`src/rtl/priority_encoder8to3_pkg.sv`:
```
// Shared definitions for the sequential 8-to-3 priority encoder.
//   ENC_WIDTH   : default number of request lines
//   ENC_IDX_W   : width of the encoded index
//   enc_state_t : serving FSM state (idle / holding a presented index)
package enc_pkg;

  localparam int unsigned ENC_WIDTH = 8;
  localparam int unsigned ENC_IDX_W = 3;

  typedef enum logic {
    ENC_IDLE,
    ENC_HOLD
  } enc_state_t;

endpackage

```
`src/rtl/priority_encoder8to3_lsb_first_encoder.sv`:
```
// Combinational lowest-set-bit encoder. Bit 0 has the highest priority.
//   vec   : input vector
//   idx   : index of the lowest set bit (0 when vec is empty)
//   found : vec has at least one set bit
module lsb_first_encoder #(
  parameter int unsigned WIDTH = 8,
  localparam int unsigned IDX_W = $clog2(WIDTH)
) (
  input  logic [WIDTH-1:0] vec,
  output logic [IDX_W-1:0] idx,
  output logic             found
);

  always_comb begin
    idx   = '0;
    found = |vec;
    // Scan from the top down so the lowest set bit is the last to write idx.
    for (int unsigned i = WIDTH; i > 0; i--) begin
      if (vec[i-1]) idx = IDX_W'(i - 1);
    end
  end

endmodule

```
`src/rtl/priority_encoder8to3.sv`:
```
// Sequential priority encoder: collects one-hot requests in a pending
// register and presents them one at a time, lowest index first, as a binary
// index on a valid/ready channel. A bit is cleared on its handshake.
//   clk        : rising-edge clock
//   rst        : synchronous active-high reset
//   din        : request lines (captured when en=1)
//   en         : capture enable
//   dout       : index of the presented request
//   dout_valid : dout holds a served request
//   dout_ready : consumer accepts dout this cycle
//   pending    : outstanding requests, including the presented one
//   busy       : |pending
module priority_encoder8to3
  import enc_pkg::*;
#(
  parameter int unsigned WIDTH = ENC_WIDTH,
  localparam int unsigned IDX_W = $clog2(WIDTH)
) (
  input  logic             clk,
  input  logic             rst,
  input  logic [WIDTH-1:0] din,
  input  logic             en,
  output logic [IDX_W-1:0] dout,
  output logic             dout_valid,
  input  logic             dout_ready,
  output logic [WIDTH-1:0] pending,
  output logic             busy
);

  enc_state_t       state_q, state_d;
  logic [WIDTH-1:0] pending_q, pending_d;
  logic [IDX_W-1:0] dout_q, dout_d;
  logic             dout_valid_q, dout_valid_d;

  logic [WIDTH-1:0] clr;
  logic [WIDTH-1:0] rem;
  logic [IDX_W-1:0] pend_idx, rem_idx;
  logic             pend_found, rem_found;

  // One-hot of the index being accepted this cycle.
  assign clr = (dout_valid_q && dout_ready) ? (WIDTH'(1) << dout_q) : '0;

  // Requests left after this cycle's handshake; new din is excluded so it is
  // only considered from the next cycle onward.
  assign rem = pending_q & ~clr;

  lsb_first_encoder #(.WIDTH(WIDTH)) u_enc_pending (
    .vec   (pending_q),
    .idx   (pend_idx),
    .found (pend_found)
  );

  lsb_first_encoder #(.WIDTH(WIDTH)) u_enc_rem (
    .vec   (rem),
    .idx   (rem_idx),
    .found (rem_found)
  );

  always_comb begin
    // OR-ing din after the clear lets a re-request of the accepted index win.
    pending_d    = rem | (en ? din : '0);
    state_d      = state_q;
    dout_d       = dout_q;
    dout_valid_d = dout_valid_q;

    unique case (state_q)
      ENC_IDLE: begin
        if (pend_found) begin
          dout_d       = pend_idx;
          dout_valid_d = 1'b1;
          state_d      = ENC_HOLD;
        end
      end
      ENC_HOLD: begin
        // Without ready the presented index is frozen, even if a
        // higher-priority request has arrived since.
        if (dout_ready) begin
          if (rem_found) begin
            dout_d = rem_idx;
          end else begin
            dout_valid_d = 1'b0;
            state_d      = ENC_IDLE;
          end
        end
      end
      default: begin
        state_d      = ENC_IDLE;
        dout_valid_d = 1'b0;
      end
    endcase
  end

  always_ff @(posedge clk) begin
    if (rst) begin
      state_q      <= ENC_IDLE;
      pending_q    <= '0;
      dout_q       <= '0;
      dout_valid_q <= 1'b0;
    end else begin
      state_q      <= state_d;
      pending_q    <= pending_d;
      dout_q       <= dout_d;
      dout_valid_q <= dout_valid_d;
    end
  end

  assign dout       = dout_q;
  assign dout_valid = dout_valid_q;
  assign pending    = pending_q;
  assign busy       = |pending_q;

endmodule

```
`config.mk`:
```
export PLATFORM = sky130hd
export DESIGN_NAME = priority_encoder8to3
export DESIGN_NICKNAME = d
export VERILOG_FILES = /design/src/rtl/priority_encoder8to3_pkg.sv /design/src/rtl/priority_encoder8to3_lsb_first_encoder.sv /design/src/rtl/priority_encoder8to3.sv
export SDC_FILE = /design/constraint.sdc
export NUM_CORES = 1
export LEC_CHECK = 0
export BUFFER_PORTS_ARGS = -buffer_cell sky130_fd_sc_hd__buf_2
export CORE_AREA = 3 3 47 54
export CTS_CLUSTER_SIZE = 14
export DETAILED_ROUTE_END_ITERATION = 6
export DIE_AREA = 0 0 50 57
export PLACE_DENSITY = 0.74
export SYNTH_ARGS = -nofsm -noshare
export SYNTH_HDL_FRONTEND = slang
export SYNTH_SLANG_ARGS = --single-unit
```
`constraint.sdc`:
```
create_clock -name clk -period 3.5 [get_ports clk]
set_clock_uncertainty 0.05 [all_clocks]
set_input_delay 0.7 -clock clk [delete_from_list [all_inputs] [get_ports clk]]
set_output_delay 0.7 -clock clk [all_outputs]
set_load 0.005 [all_outputs]
```
==> results.cfg <==
[run_status]
outcome = finished clean

[die]
num_rows = 17
initial_core_util_pct = 40.1
core_area_um2 = 2020
die_h_um = 57
io_pins = 25
die_w_um = 50
die_area_um2 = 2850

[pwr]
power.share.sequential_pct = 45.6
switching_share_pct = 36.8
leakage_uw = 0.000399
p_switching_uw = 155
p_clk_share_pct = 23.7
vdd_drop_max_v = 0.000209
cellPowerDensity_nw_per_um2 = 429
p_comb_share_pct = 30.7
internal_power_uw = 267

[global_routing]
globalRouteMet3Util_pct = 3.13
antenna_found_initial = 0
grt_use_total_pct = 16.4
grt_max_degree = 14
globalRoute.busiestLayer = met2
grt_pass1_vias = 832
grtUsageMet2_pct = 25.2
gr-total-overflow = 0
grt_pass1_wl_um = 3610
grtUsageMet1_pct = 20.9

[cells_and_area]
fin_nets = 139
fin_cells = 154
diodes = 0
final_util_pct = 48.7
synthToLayoutAreaGrowth_pct = 21.5
fill_cells = 215
drive_gt1_share_pct = 28.6

[logic_synthesis]
seq_area_frac_synth_pct = 32.1
synth_seq_cells = 13
synth.distinct_cells = 40
synth_area_um2 = 810
synth_ff_type = dfxtp_1
syn_inst = 100
synth_nets = 112
synth_edf_count = 0
synthArstFlopShare_pct = 0
avgSynthCellArea_um2 = 8.10
ys_warn_count = 0

[sta]
worst_pin_slew_ns = 0.447
setup_viol = 0
finalCriticalPeriod_ns = 2.52
rsz0062_at_grt = false
max_freq_ghz = 0.397
hold_violations = 0
min_period_over_period_pct = 72.1
drv_slew = 0
setup_tns_ns = 0
max_slew_margin_pct = 69.8

[detailed_routing]
wl_per_cell_um = 14.6
firstDrtPassIters = 4
vias = 887
vias_per_cell = 5.76
drcViolationCount = 0
first_iter_violations = 32
wl_um = 2250
ant_nets = 0

[cts]
cts_made_buffers = 3
clk_pin_slew_ns = 0.09
clk_latency_ns = 0.28
cts.sinks = 13
cts_buffer_depth = 2
ctsHtreeMaxLevel = 1
tritoncts = built
root_buffer = clkbuf_4
cts.repair.resized = 0
cts_setup_buffers = 0
cts_hold_buf = 0

[setup_path]
setup.worst_path.start_class = flop
crit_arrival_ns = 1.77
required_ns = 2.75
cp-end-kind = output pin
critical_path_class = flop to output pin
crit_fanout = 7

[place]
dpl.cell_count = 150
io_buffers = 24
hpwl_um = 1720
gp_congestion = 0.881

[hold_path]
min_path_type = flop to flop

[flow_run]
drv_cap = 0
==> routing by layer <==
metal / up-vias / part of all wire (%)
li1: 431 / -
met1: 411 / 45
met4: 0 / 1.8
met2: 41 / 46
met5: - / 0
met3: 4 / 7.8
==> worst max-delay path, cell delays in order, from the launching register on <==
cell and delay [ns]:
dfxtp_1 0.38, or4_4 0.60, or3_1 0.38, buf_2 0.14
==> cell families after synthesis <==
| logic type | count (synthesis) | synth area share (%) |
|---|---|---|
| and+or+nand+nor | 43 | 28.9 |
| DFF | 13 | 32.1 |
| buffers and inverters | 8 | 3.71 |
| AOI/OAI and AO/OA | 36 | 35.2 |
==> area by class of cell <==
type / count / area [um2] / share of cell area (%)
inverter: 6 / 22.5 / 2.29
sequential: 13 / 260 / 26.5
tap: 28 / 35.0 / 3.56
multi-input combinational: 79 / 519 / 52.8
timing repair buffer: 24 / 120 / 12.2
clock buffer: 4 / 26.3 / 2.67
==> registers in the layout, summed over array words and instances, names as in the netlist <==
signal      cells
dout            3
state_q         1
dout_valid      1
pending         8
==> power by group through the flow <==
stage                     registers (uW)  logic [uW]  clock network, uW
after floorplan                      189        89.5                  0
after global placement               194         126                  0
after detailed placement             195         129                  0
after CTS                            191         129               99.4
after global routing                 197         142                111
final                                192         130                100
==> cell usage after synthesis, types with 2 or more instances <==
library cell	count	area share (%)
o21ai_1	2	1.2
nor4_1	3	2.3
nand3b_1	2	1.9
o21a_1	2	1.9
nand3_1	2	1.2
dfxtp_1	13	32
inv_1	6	2.8
or3_1	3	2.3
nand4_1	2	1.5
o21ai_0	4	2.5
clkbuf_1	2	0.93
nand4b_1	2	2.2
a21oi_1	10	6.2
nor3_1	4	2.5
o211ai_1	2	1.9
nor2_1	3	1.4
nand2_1	15	7.0
==> final timing paths <==
| path | start | end | slack (ns) | cells past startpoint |
|---|---|---|---|---|
| max reg2reg | pending[6]$_SDFF_PP0_ | dout[0]$_SDFFE_PP0P_ | 1.36 | 6 |
| max | pending[6]$_SDFF_PP0_ | busy | 0.98 | 3 |
| min reg2reg | dout_valid$_SDFFE_PP0P_ | dout_valid$_SDFFE_PP0P_ | 0.53 | 2 |
| min | dout_valid$_SDFFE_PP0P_ | dout_valid$_SDFFE_PP0P_ | 0.53 | 2 |
==> per-stage QoR <==
step / hold slack [ns] / area, um2 / total power, uW / setup slack [ns]
2_1_floorplan: 0.485 / 810 / 279 / 1.37
3_3_place_gp: 0.497 / 957 / 320 / 1.13
3_5_place_dp: 0.514 / 957 / 323 / 1.01
4_1_cts: 0.529 / 983 / 420 / 0.978
5_1_grt: 0.593 / 983 / 449 / 0.900
6_report: 0.527 / 983 / 422 / 0.978
==> cells in the final DEF, fill, tap and decap left out, types with 2 or more instances in the layout <==
cell type  instances
o21a_1             2
a21oi_1           10
nand4_1            2
nor3_1             4
or3_1              3
nand2_1           15
inv_1              6
o21ai_1            2
dfxtp_1           13
nand3b_1           2
o21ai_0            4
o211ai_1           2
nand4b_1           2
buf_2             24
clkbuf_4           3
nor4_1             3
nand3_1            2
nor2_1             3
No activity file was read; power rests on OpenSTA's default activity.
